## src/rtl/bias_sched.sv

```systemverilog
// Bias word scheduler: prefetches one 512-bit bias word per output-channel group
// into a 2-entry FIFO and holds it on the adder port for part_num NPE beats.
module bias_sched #(
  parameter int RAM_ADDR_WIDTH = 8
) (
  input  logic                      i_clk,
  input  logic                      i_rst_n,
  input  logic                      i_calc_en,
  input  logic                      i_calculate_end,
  input  logic [RAM_ADDR_WIDTH-1:0] i_addr_start_b,
  input  logic [7:0]                i_output_layers,
  input  logic [4:0]                i_part_num,
  input  logic                      i_npe_dat_vld,
  output logic [RAM_ADDR_WIDTH-1:0] o_ram_addr,
  output logic                      o_ram_rd_en,
  input  logic                      i_ram_dat_vld,
  input  logic [511:0]              i_ram_dat,
  output logic [511:0]              o_bias_dat,
  output logic                      o_bias_vld,
  output logic                      o_busy,
  output logic                      o_done,
  output logic                      o_underflow
);

  typedef enum logic [1:0] {S_IDLE, S_FETCH, S_RUN, S_DONE} state_t;

  state_t                    state_q;
  logic [RAM_ADDR_WIDTH-1:0] start_q;
  logic [RAM_ADDR_WIDTH-1:0] addr_q;
  logic [7:0]                layers_q;
  logic [7:0]                reads_q;
  logic [7:0]                groups_q;
  logic [4:0]                part_q;
  logic [4:0]                beat_q;
  logic [1:0]                fifo_cnt_q;
  logic [1:0]                outst_q;
  logic                      wr_ptr_q;
  logic                      rd_ptr_q;
  logic [511:0]              fifo_q [2];
  logic                      rd_en_q;
  logic                      underflow_q;

  logic       running;
  logic       abort;
  logic       push;
  logic       beat;
  logic       pop;
  logic       issue;
  logic       uflow_evt;
  logic [4:0] part_last;
  logic [2:0] occupancy;

  assign running   = (state_q == S_FETCH) || (state_q == S_RUN);
  assign abort     = (state_q != S_IDLE) && i_calculate_end;
  assign part_last = (part_q == 5'd0) ? 5'd0 : part_q - 5'd1;
  // Words buffered plus words still in flight from the RAM; capped at the FIFO depth.
  assign occupancy = {1'b0, fifo_cnt_q} + {1'b0, outst_q};

  assign o_bias_vld = (state_q == S_RUN) && (fifo_cnt_q != 2'd0);
  assign push       = i_ram_dat_vld && (outst_q != 2'd0) && !abort;
  assign beat       = i_npe_dat_vld && o_bias_vld && !abort;
  assign pop        = beat && (beat_q == part_last);
  assign uflow_evt  = running && i_npe_dat_vld && !o_bias_vld;
  assign issue      = running && !abort && (reads_q < layers_q) && (occupancy < 3'd2);

  assign o_ram_rd_en = rd_en_q;
  assign o_ram_addr  = addr_q;
  assign o_bias_dat  = fifo_q[rd_ptr_q];
  assign o_busy      = running;
  assign o_done      = (state_q == S_DONE);
  assign o_underflow = underflow_q;

  always_ff @(posedge i_clk or negedge i_rst_n) begin
    if (!i_rst_n) begin
      state_q     <= S_IDLE;
      start_q     <= '0;
      addr_q      <= '0;
      layers_q    <= '0;
      reads_q     <= '0;
      groups_q    <= '0;
      part_q      <= '0;
      beat_q      <= '0;
      fifo_cnt_q  <= '0;
      outst_q     <= '0;
      wr_ptr_q    <= 1'b0;
      rd_ptr_q    <= 1'b0;
      rd_en_q     <= 1'b0;
      underflow_q <= 1'b0;
      // NOTE: the FIFO storage is reset too, since o_bias_dat must read 0 out of reset.
      fifo_q[0]   <= '0;
      fifo_q[1]   <= '0;
    end else begin
      rd_en_q <= issue;
      if (issue) begin
        addr_q  <= start_q + RAM_ADDR_WIDTH'(reads_q);
        reads_q <= reads_q + 8'd1;
      end
      outst_q <= outst_q + {1'b0, issue} - {1'b0, push};

      if (push) begin
        fifo_q[wr_ptr_q] <= i_ram_dat;
        wr_ptr_q         <= ~wr_ptr_q;
      end
      if (pop) begin
        rd_ptr_q <= ~rd_ptr_q;
        groups_q <= groups_q + 8'd1;
        beat_q   <= '0;
      end else if (beat) begin
        beat_q <= beat_q + 5'd1;
      end
      fifo_cnt_q <= fifo_cnt_q + {1'b0, push} - {1'b0, pop};

      if (uflow_evt) underflow_q <= 1'b1;

      unique case (state_q)
        S_IDLE: begin
          if (i_calc_en) begin
            start_q     <= i_addr_start_b;
            layers_q    <= i_output_layers;
            part_q      <= i_part_num;
            reads_q     <= '0;
            groups_q    <= '0;
            beat_q      <= '0;
            underflow_q <= 1'b0;
            state_q     <= (i_output_layers == 8'd0) ? S_DONE : S_FETCH;
          end
        end
        S_FETCH: if (push) state_q <= S_RUN;
        S_RUN:   if (pop && (groups_q + 8'd1 == layers_q)) state_q <= S_DONE;
        S_DONE:  state_q <= S_IDLE;
        default: state_q <= S_IDLE;
      endcase

      // NOTE: the last non-blocking assignment to a register wins, so this abort
      // block overrides every push/pop/issue update made above in the same cycle.
      if (abort) begin
        state_q    <= S_IDLE;
        reads_q    <= '0;
        groups_q   <= '0;
        beat_q     <= '0;
        fifo_cnt_q <= '0;
        outst_q    <= '0;
        wr_ptr_q   <= 1'b0;
        rd_ptr_q   <= 1'b0;
        rd_en_q    <= 1'b0;
      end
    end
  end

endmodule

```

## config.mk

```make
export PLATFORM = sky130hd
export DESIGN_NAME = bias_sched
export DESIGN_NICKNAME = d
export VERILOG_FILES = /design/src/rtl/bias_sched.sv
export SDC_FILE = /design/constraint.sdc
export NUM_CORES = 1
export LEC_CHECK = 0
export ABC_CLOCK_PERIOD_IN_PS = 3550
export BUFFER_PORTS_ARGS = -buffer_cell sky130_fd_sc_hd__buf_2
export CAP_MARGIN = 10
export CELL_PAD_IN_SITES_DETAIL_PLACEMENT = 1
export CELL_PAD_IN_SITES_GLOBAL_PLACEMENT = 1
export CORE_AREA = 2 2 412 414
export CTS_CLUSTER_DIAMETER = 150
export DETAILED_ROUTE_END_ITERATION = 8
export DIE_AREA = 0 0 414 416
export GPL_TIMING_DRIVEN = 1
export PLACE_DENSITY = 0.64
export SYNTH_ARGS = -nofsm -noshare
export SYNTH_HDL_FRONTEND = slang
export SYNTH_SLANG_ARGS = --single-unit
```

## constraint.sdc

```tcl
create_clock -name i_clk -period 3.55 [get_ports i_clk]
set_input_delay 0.5325 -clock i_clk [delete_from_list [all_inputs] [get_ports i_clk]]
set_output_delay 0.5325 -clock i_clk [all_outputs]
set_load 0.01 [all_outputs]
```

==> flow_summary.ini <==
[run_status]
status = finished clean

[grt]
grt_overflow_total = 0
grt_pass1_wl_um = 231000
grt_usage = 0.174
grt_pass1_vias = 36415
grt_max_degree = 92
antenna_found_initial = 28

[timing]
worstMarginPinSlew_ps = 803
max_freq_ghz = 0.315
fin_worst_skew_ps = 41.1
hold_viol_final = 0
fin_crit_sh = 0.895
rsz0062_at_grt = false
setup_viol = 0
slew_violations = 0
finalCriticalPeriod_ps = 3180
hold_ws_ps = 103
setup_tns_ps = 0
slew_headroom = 0.465

[floorplan]
die_w_um = 414
num_rows = 151
core_area_um2 = 168000
io_pins = 1064
die_area_um2 = 172000
die_h_um = 416
start_util = 0.282

[power_and_ir_drop]
ir_drop_mv = 0.495
power.density_nw_per_um2 = 855
finalPower_w = 0.0558
p_leak_nw = 29.1

[clocking]
cts-buffers-inserted = 130
htreeDepth = 4
clockBufferDepth = 3
clock-sinks = 1084
cts_hold_buf = 528
cts_setup_buffers = 0
cts_tree = done
cts.repair.resized = 0
cts_root_buf = clkbuf_16
clk_latency_ps = 770
clk_pin_slew_worst_paths_ps = 60

[place]
portBuffers = 1063
post_dp_cell_area_um2 = 55800
place_congestion = 0.829
hpwlAfterDp_um = 110000

[finish]
syn_to_final_growth_pct = 37.8
post-route-util = 0.388
fillers = 17696
fin_area_um2 = 65200
final_net_count = 5295
drive_gt1_frac = 0.605

[drt]
wl_um = 152000
wl_per_cell_um = 21.6
drtIter0Drc = 1286
dr.pass1.iters = 4
viasPerCell = 4.55
post-route-drc-count = 0
routed-via-count = 32116
detail-route-antenna-nets = 0

[yosys]
syn-num-nets = 3655
synth_cell_types = 56
synth_cells = 3088
ys_seq_area_frac = 0.573
synth_edf_count = 0
ys_warn_count = 0
async_flop_share = 1.00
synth_ff_type = dfrtp_1
avgSynthCellArea_um2 = 15.3
synth_area_um2 = 47300
ys_seq_elements = 1084

[worst_setup_path]
startpoint_type = flop
cp_max_fo = 31
cp_cell_sequence = buf_12, buf_4, mux2_2, buf_2
crit_required_ps = 3020
arrival_ps = 2650
crit_path_end_kind = output port
cp_slowest_cell = dfrtp_4
critical_path_class = flop to output port
cpPeakStageDelay_ps = 590
cp_top_family = buffers and inverters
r2r_setup_slack_ps = 400
critical_path_buf_inv_count = 3

[job]
maxCapViolCount = 0

[min_path]
min_path_type = input port to flop
power breakdown:
group / internal, W / switching (W) / leakage [nW]
registers: 0.0185 / 0.00301 / 13.0
logic: 0.0115 / 0.00987 / 14.1
clock network: 0.00757 / 0.00530 / 1.99
total: 0.0376 / 0.0182 / 29.1
worst register-to-register path, stage by stage (launching register included):
cell and delay, ps:
dfrtp_1 420, inv_1 110, ha_1 300, nand2b_1 300, and3_1 360, o2111a_1 250
o21ai_2 140, nor2_4 240, ha_1 280, inv_1 70, ha_1 160, xor2_1 190
xnor2_1 140, nor2_1 60
registers in the layout, indices dropped and copies added, names as in the netlist:
| register | cells |
|---|---|
| fifo_q | 1024 |
| groups_q | 8 |
| layers_q | 8 |
| o_ram_addr | 8 |
| reads_q | 8 |
| start_q | 8 |
| beat_q | 5 |
| part_q | 5 |
| fifo_cnt_q | 2 |
| outst_q | 2 |
| state_q | 2 |
| o_ram_rd_en | 1 |
| o_underflow | 1 |
| rd_ptr_q | 1 |
| wr_ptr_q | 1 |
cell type report:
type	instances	area, um^2	area share
sequential	1084	27100	0.416
multi-input combinational	1804	19300	0.296
timing repair buffer	1687	11800	0.181
clock buffer	200	3850	0.0590
tap	2218	2780	0.0425
clock inverter	22	206	0.00317
inverter	21	78.8	0.00121
antenna	19	47.5	0.000729
layout by cell type (no fill, tap or decap), types with 7 or more instances in the layout:
| cell | Yosys | final |
|---|---|---|
| mux2_2 | 1561 | 1561 |
| dfrtp_1 | 1084 | 1083 |
| buf_2 | 100 | 1062 |
| dlygate4sd3_1 | 0 | 528 |
| clkbuf_16 | 0 | 132 |
| buf_4 | 9 | 58 |
| clkbuf_1 | 61 | 39 |
| buf_12 | 0 | 38 |
| nor2_1 | 32 | 31 |
| clkbuf_8 | 0 | 29 |
| ha_1 | 26 | 26 |
| nand2_1 | 26 | 25 |
| xnor2_1 | 21 | 21 |
| inv_1 | 20 | 20 |
| diode_2 | 0 | 19 |
| o21ai_0 | 18 | 18 |
| a21oi_1 | 15 | 15 |
| xor2_1 | 14 | 14 |
| clkinv_2 | 0 | 9 |
| nor3_1 | 8 | 8 |
| nand4_1 | 7 | 7 |
metal layers:
metal | up-vias | global-route usage | wire length (um)
met5 | - | 0 | 52
met2 | 816 | 0.299 | 76100
met3 | 285 | 0.0487 | 8640
met1 | 16629 | 0.203 | 60700
met4 | 8 | 0.0778 | 6780
li1 | 14378 | - | -
logic make-up (layout without fill, tap and decap cells):
logic type,Yosys count,in the layout,share of synthesized area
mux,1563,1563,0.372
buf+inv,200,1930,0.0192
compound gates,62,62,0.00891
flops,1084,1084,0.573
xor+xnor,36,36,0.00682
fa+ha+maj,28,28,0.00772
simple gates,115,115,0.0128
other cells,0,19,0
cell usage after synthesis, drive strengths merged (2+ instances only):
cell / count / area, um^2
nor3: 8 / 40.0
nand3: 5 / 25.0
nor4: 3 / 25.0
o31ai: 2 / 15.0
fa: 2 / 40.0
and3: 2 / 12.5
o21a: 5 / 37.5
ha: 26 / 325
a211oi: 2 / 15.0
dfrtp: 1084 / 27100
mux2i: 2 / 20.0
nor4b: 3 / 32.5
nand4: 7 / 43.8
nand2b: 5 / 31.3
buf: 117 / 598
o21ai: 19 / 98.9
xnor2: 21 / 184
clkbuf: 62 / 234
or3: 5 / 31.3
xor2: 15 / 139
nand2: 26 / 97.6
a21oi: 15 / 75.1
mux2: 1561 / 17600
nor2b: 5 / 31.3
nor2: 33 / 131
a21o: 5 / 37.5
or4: 3 / 30.0
inv: 20 / 75.1
o22ai: 2 / 12.5
and2: 6 / 37.5
stage by stage:
| stage | setup WS (ps) | instances |
|---|---|---|
| floorplan | 616 | 3088 |
| global placement | 473 | 6286 |
| detailed placement | 371 | 6286 |
| CTS | 204 | 7036 |
| global route | 88.3 | 7055 |
| finish | 371 | 7055 |
final timing paths:
check | to | depth (start not counted) | start
max | o_bias_dat[22] | 4 | rd_ptr_q
min | part_q[0] | 2 | i_part_num[0]
max reg2reg | fifo_cnt_q[1] | 13 | state_q[1]
min reg2reg | o_ram_addr[7] | 2 | o_ram_addr[7]
max in group asynchronous | fifo_q[559] | 3 | i_rst_n
min in group asynchronous | fifo_q[978] | 2 | i_rst_n
Note: power is estimated with default switching activity, not from simulation.
